## config.mk

```make
export PLATFORM = sky130hd
export DESIGN_NAME = load_align_queue
export DESIGN_NICKNAME = d
export VERILOG_FILES = /design/src/rtl/load_align_queue.sv
export SDC_FILE = /design/constraint.sdc
export NUM_CORES = 1
export LEC_CHECK = 0
export CAP_MARGIN = 20
export CORE_MARGIN = 2
export CORE_UTILIZATION = 35
export DETAILED_ROUTE_END_ITERATION = 8
export PLACE_DENSITY_LB_ADDON = 0.3
export SKIP_LAST_GASP = 1
export SYNTH_ARGS = -nofsm -noshare
export SYNTH_HDL_FRONTEND = slang
export SYNTH_SLANG_ARGS = --single-unit
```

## constraint.sdc

```tcl
create_clock -name Clk -period 2.16 [get_ports Clk]
set_input_delay 0.432 -clock Clk [delete_from_list [all_inputs] [get_ports Clk]]
set_output_delay 0.432 -clock Clk [all_outputs]
set_load 0.01 [all_outputs]
```

## src/rtl/load_align_queue.sv

```systemverilog
// Load-result alignment stage: extracts the addressed byte lane(s) from a memory
// word, sign/zero-extends, flags misaligned loads and queues results in a 2-entry FIFO.
module load_align_queue #(
   parameter int DATA_WIDTH = 32,
   parameter int CNT_WIDTH  = 8,
   localparam int LANE_BITS = $clog2(DATA_WIDTH / 8)
) (
   input  logic                  Clk,
   input  logic                  Rst_n,
   input  logic                  InValid,
   output logic                  InReady,
   input  logic [LANE_BITS-1:0]  MemAdr,
   input  logic [DATA_WIDTH-1:0] MemData,
   input  logic [1:0]            LdSize,
   input  logic                  LdUnsigned,
   output logic                  OutValid,
   input  logic                  OutReady,
   output logic [DATA_WIDTH-1:0] OutData,
   output logic                  OutMisalign,
   output logic [CNT_WIDTH-1:0]  MisalignCount
);

   logic [DATA_WIDTH-1:0] shifted;
   logic [DATA_WIDTH-1:0] mask;
   logic [DATA_WIDTH-1:0] aligned;
   logic                  msb;
   logic                  misalign;
   logic                  push;
   logic                  pop;

   logic [DATA_WIDTH-1:0] data_q [2];
   logic                  mis_q  [2];
   logic                  wr_q;
   logic                  rd_q;
   logic [1:0]            occ_q;
   logic [1:0]            occ_d;
   logic [CNT_WIDTH-1:0]  cnt_q;
   logic [CNT_WIDTH-1:0]  cnt_d;

   // Lane field is moved to bit 0 first, then masked and extended by size.
   always_comb begin
      shifted  = MemData >> {MemAdr, 3'b000};
      mask     = '1;
      msb      = shifted[DATA_WIDTH-1];
      misalign = 1'b0;
      unique case (LdSize)
         2'd0: begin
            mask = DATA_WIDTH'(64'hFF);
            msb  = shifted[7];
         end
         2'd1: begin
            mask     = DATA_WIDTH'(64'hFFFF);
            msb      = shifted[15];
            misalign = MemAdr[0];
         end
         2'd2: begin
            mask     = DATA_WIDTH'(64'hFFFF_FFFF);
            msb      = shifted[31];
            misalign = |MemAdr[1:0];
         end
         default: begin
            mask     = '1;
            msb      = shifted[DATA_WIDTH-1];
            misalign = (DATA_WIDTH == 32) || (|MemAdr);
         end
      endcase
      aligned = (~LdUnsigned & msb) ? (shifted | ~mask) : (shifted & mask);
      if (misalign) begin
         aligned = '0;
      end
   end

   assign InReady  = Rst_n && (occ_q != 2'd2);
   assign OutValid = (occ_q != 2'd0);
   assign push     = InValid && InReady;
   assign pop      = OutValid && OutReady;

   always_comb begin
      occ_d = occ_q;
      if (push && !pop) begin
         occ_d = occ_q + 2'd1;
      end else if (pop && !push) begin
         occ_d = occ_q - 2'd1;
      end
      cnt_d = cnt_q;
      if (push && misalign && !(&cnt_q)) begin
         cnt_d = cnt_q + 1'b1;
      end
   end

   always_ff @(posedge Clk or negedge Rst_n) begin
      if (!Rst_n) begin
         for (int unsigned i = 0; i < 2; i++) begin
            data_q[i] <= '0;
            mis_q[i]  <= 1'b0;
         end
         wr_q  <= 1'b0;
         rd_q  <= 1'b0;
         occ_q <= '0;
         cnt_q <= '0;
      end else begin
         if (push) begin
            data_q[wr_q] <= aligned;
            mis_q[wr_q]  <= misalign;
            wr_q         <= ~wr_q;
         end
         if (pop) begin
            rd_q <= ~rd_q;
         end
         occ_q <= occ_d;
         cnt_q <= cnt_d;
      end
   end

   assign OutData       = OutValid ? data_q[rd_q] : '0;
   assign OutMisalign   = OutValid & mis_q[rd_q];
   assign MisalignCount = cnt_q;

endmodule

```

Word level (Yosys, flattened, before mapping)
Index checks and enable logic that the tools add are counted.
Widths: inputs -> output; s select.
{ "totals": {"regBits": 78, "in_bits": 41, "output_inout_bits": 43, "word_cells": 64} }
{ "op_classes": {"n_addsub": 3, "order_cmp": 3, "n_eq_ne": 3, "shifts": 1, "muxes": 20, "n_bitwise": 10, "reduce_logical": 16} }
{ "op_table": {"columns": ["operator", "n"], "rows": [
  ["$mux 32", 7],
  ["$bwmux 64", 1],
  ["$pmux 32 s2", 1],
  ["$and 32x32->32", 1],
  ["$demux 32 s1", 1],
  ["$not 32->32", 1],
  ["$or 32x32->32", 1],
  ["$shr 32x5->32", 1],
  ["$add 8x1->8 const B", 1],
  ["$logic_and 1x1->1", 8],
  ["$reduce_and 8->1", 1],
  ["$ge 2x2->1 const B", 2],
  ["$mux 1", 4],
  ["$mux 2", 2],
  ["$not 1->2", 2],
  ["$reduce_bool 2->1", 2],
  ["$logic_not 1->1", 3],
  ["$not 1->1", 3],
  ["$pmux 1 s3", 1],
  ["$add 2x1->2 const B", 1],
  ["$and 1x1->1", 2],
  ["$bwmux 2", 1],
  ["$eq 2x1->1 const B", 1],
  ["$eq 2x2->1 const B", 1],
  ["other kinds (7)", 7]
]} }

Depth between registers and ports, before layout
{ "logic_depth": {"word_depth": 7, "depth_mapped": 7, "depth_no_buf": 7} }

Worst setup path after synthesis
No wires, ideal clock.
{ "synth_timing": {"path_kind": "input to register", "startpoint": "in LdSize[0]", "endpoint": "reg data_q[28] in the netlist's numbering", "setup_ps": 126, "arrival_ps": 1730, "required_ps": 2034, "path_slack_ps": 304, "path_stages": 6, "n_path_buf": 2, "cell_sequence": "buf_2 > or2_2 > o221ai_1 > nor2_1 > buf_2 > a221o_1"} }
{ "synth_between": {"elab_chain_len": 7, "elab_cells_between_ends": 13, "classes_between": "eq/ne: 2; mux: 6; bitwise: 4; reduce/logical: 1"} }
{ "synth_lines": {"columns": ["item", "line_no", "rtl"], "rows": [
  ["start, declared", "14", "input logic [1:0] LdSize,"],
  ["$eq 2x1->1 / $logic_not 2->1 (equally long branches)", "46", "unique case (LdSize)"],
  ["$pmux 32 s2", "46", null],
  ["$not 32->32", "67", "aligned = (~LdUnsigned & msb) ? (shifted | ~mask) : (shifted & mask);"],
  ["$or 32x32->32", "67", null],
  ["$mux 32", "67", null],
  ["$mux 32 *", "68", "if (misalign) begin"],
  ["$bwmux 64 *", "103", "data_q[wr_q] <= aligned;"],
  ["end signal, assigned by index", "103", null],
  ["end, declared", "31", "logic [DATA_WIDTH-1:0] data_q [2];"]
]} }
Mark *: on every way between the ends. The rest lies on a longest branch, timed or not.
A chain may end at the register's enable or synchronous reset.

Final worst setup path
{ "layout_timing": {"startpoint": "reg occ_q[0]", "endpoint": "out OutData[26]"} }
{ "layout_between": {"elab_chain_len": 2} }
{ "layout_lines": {"columns": ["item", "line_no", "rtl"], "rows": [
  ["start, declared", "35", "logic [1:0] occ_q;"],
  ["start signal, assigned", "99", "occ_q <= '0;"],
  ["start signal, assigned", "110", "occ_q <= occ_d;"],
  ["$reduce_bool 2->1", "74", "assign OutValid = (occ_q != 2'd0);"],
  ["$mux 32", "115", "assign OutData = OutValid ? data_q[rd_q] : '0;"],
  ["end, declared", "18", "output logic [DATA_WIDTH-1:0] OutData,"]
]} }
Every way passes these cells.

==> flow_summary.ini <==
[global_routing]
antenna_found_initial = 0
first_global_vias = 3736
grt_pass1_wl_um = 18900
grt_usage = 0.185
grt_max_degree = 50
grt-ovfl-total = 0

[detailed_routing]
wl_per_cell_um = 17.8
dr.pass1.iters = 4
ant_nets = 0
viasPerCell = 5.40
wirelength_um = 12400
drcViolationCount = 0
first_iter_violations = 278
dr_total_vias = 3770

[sta]
relSlewSlack = 0.552
post-route-period-util = 0.980
fin_crit_ns = 2.12
report.final.slew_viol_count = 0
fin_skew_ns = 0.00909
layout_setup_ws_ns = 0.0423
setup_viol = 0
fin_hold_ws_ns = 0.135
fin_setup_tns_ns = 0
worstMarginPinSlew_ns = 0.667
rsz0062_at_grt = yes
max_freq_ghz = 0.472
hold_viol = 0

[cells_and_area]
register_area_um2 = 1950
n_antenna_cell = 0
layout_commonest_cell = dfrtp_1
syn_to_final_growth_pct = 42.5
drive_above_1_share = 0.216
fin_nets = 589
mostFrequentLayoutCells = dfrtp_1 (76), nor2_1 (63), buf_4 (49)
multi_input_area_um2 = 2190
fillers = 1100

[status]
outcome = finished, final reports clean

[worst_setup_path]
critPathCaptureType = output port
worstPathCellList = nor2_4, buf_8, buf_12, buf_4, nor2_1, dlygate4sd2_1
r2r_cells = 5
crit_type = flop to output port
cp.required_ns = 1.73
r2r-end = data_q[57]
critPathLaunchType = flop
reg2reg_from = occ_q[1]
max_stage_delay_ns = 0.45
worst_ep_arrival_time_ns = 1.69
crit_fanout = 7
slowest_stage = dfrtp_2
r2r_setup_slack_ns = 0.22

[place]
port-buffer-count = 83
gp_congestion = 0.918
place_ws_ns = -0.363
hpwl_um = 8820

[die]
rows = 40
pin_count = 84
die_x_um = 114
initial_core_util = 0.356
coreArea_um2 = 11900
dieArea_um2 = 13000
fp.dieH_um = 114

[synthesis]
synth_fa_ha_area_frac = 0.00590
async_flop_share = 1.00
syn_inst = 422
synth_edf_count = 0
ys_seq_area_frac = 0.460
synth-compound-area-share = 0.177
synth-simple-area-share = 0.156
synth_cell_types = 45
muxShareOfSynthArea = 0.147
synth_top_family_by_area = compound AO/OA/AOI/OAI gates
syn-cell-area_um2 = 4240
synth_warnings = 0
synth_area_leaders = dfrtp_1 (46%), mux2i_1 (12%), nor2_1 (5.7%)
syn_nets = 465
ys_ff_latch = 78
synth_top_area_frac = 0.460
synth_xor_area_frac = 0.0227
yosysTopAreaCell = dfrtp_1
synth_ff_type = dfrtp_1
syn_area_per_cell_um2 = 10.1

[power]
totalPowerFinal_mw = 7.59
leakage_nw = 3.01
ir_worst_vdd_uv = 456
powerDensity_nw_per_um2 = 1260

[run]
cap_violations = 0

[clock_tree]
holdBufCountCts = 0
clock_latency_ns = 0.33
cts_buffer_depth = 2
clk_pin_slew_ns = 0.06
h-tree-depth = 3
clkSinkCount = 78
tritoncts = built
cts_root_buffer = clkbuf_16
cts_made_buffers = 9

[min_path]
hp-class = input port to asynchronous set/reset pin
-- how the worst max path moves through the flow --
stage,to,startpoint,slack (ns)
6_report,OutData[26],occ_q[0],0.04
5_1_grt,OutData[26],occ_q[0],-0.02
4_1_cts,OutData[29],rd_q,-0.11
3_5_place_dp,data_q[27],MemAdr[0],-0.36
2_1_floorplan,data_q[28],LdSize[0],0.30
3_3_place_gp,data_q[25],MemAdr[0],-0.27
-- where the power goes --
group          switching [mW]  total, mW  internal, mW  leakage, nW
clock                   0.580       1.65          1.07        0.163
combinational            1.56       3.43          1.86         1.84
sequential              0.420       2.51          2.09         1.01
-- per-layer routing --
| metal | share of wire | wire (µm) | global-route usage | vias to the layer above |
|---|---|---|---|---|
| met2 | 0.47 | 5830 | 0.283 | 104 |
| li1 | - | - | - | 1791 |
| met5 | 0 | 0 | 0 | - |
| met1 | 0.47 | 5850 | 0.267 | 1867 |
| met3 | 0.049 | 611 | 0.0334 | 8 |
| met4 | 0.010 | 129 | 0.0569 | 0 |
-- synthesized netlist by cell type, types with 2 or more instances --
master / count
dfrtp_1: 78
nor2_1: 65
mux2i_1: 49
nand2_1: 46
o21ai_0: 26
clkbuf_1: 16
o221a_2: 16
a221o_1: 14
a22o_1: 14
mux2_2: 10
a21oi_1: 9
buf_2: 8
o211ai_1: 7
nand3_1: 6
xnor2_1: 6
xor2_1: 5
nand4_1: 4
nor2b_1: 4
nand2b_1: 3
nor3_2: 3
o21ai_1: 3
ha_1: 2
inv_1: 2
nor3_1: 2
o221ai_1: 2
o31ai_1: 2
or2_2: 2
-- layout make-up --
type	count	area share
Multi-Input combinational cell	315	0.363
Clock buffer	12	0.0424
Tap cell	147	0.0304
Sequential cell	78	0.323
Timing Repair Buffer	140	0.228
Inverter	2	0.00124
Clock inverter	4	0.0116
-- through the flow --
stage               cell area (µm²)  cells  utilization
global route                   6050    698        0.508
global placement               5510    670        0.463
CTS                            5820    686        0.489
detailed placement             5510    670        0.463
finish                         6050    698        0.508
floorplan                      4240    422            -
-- worst max-delay path: cells and delay by family, from the launching register on --
| kind | cells | cell delay [ns] |
|---|---|---|
| simple gates | 2 | 0.26 |
| buf+inv | 4 | 0.64 |
| flops | 1 | 0.45 |
-- kinds of logic (layout without fill, tap and decap cells) --
| logic type | count (synthesis) | in the layout |
|---|---|---|
| AOI/OAI and AO/OA | 97 | 97 |
| DFF | 78 | 78 |
| xor gates and xnor gates | 11 | 11 |
| adders and majority gates | 2 | 2 |
| muxes | 60 | 60 |
| and+or+nand+nor | 145 | 145 |
| buffers and inverters | 29 | 158 |
-- flip-flops by register name, indices dropped and copies added (netlist names) --
name	flops
data_q	64
MisalignCount	8
mis_q	2
occ_q	2
rd_q	1
wr_q	1
-- timing repair --
item                       CTS  global route
setup endpoints to repair   35            52
pin swaps                    0             1
setup buffers                0             9
gates resized for setup     21            27
gates cloned                 0             3
(Power assumes the default switching activity.)
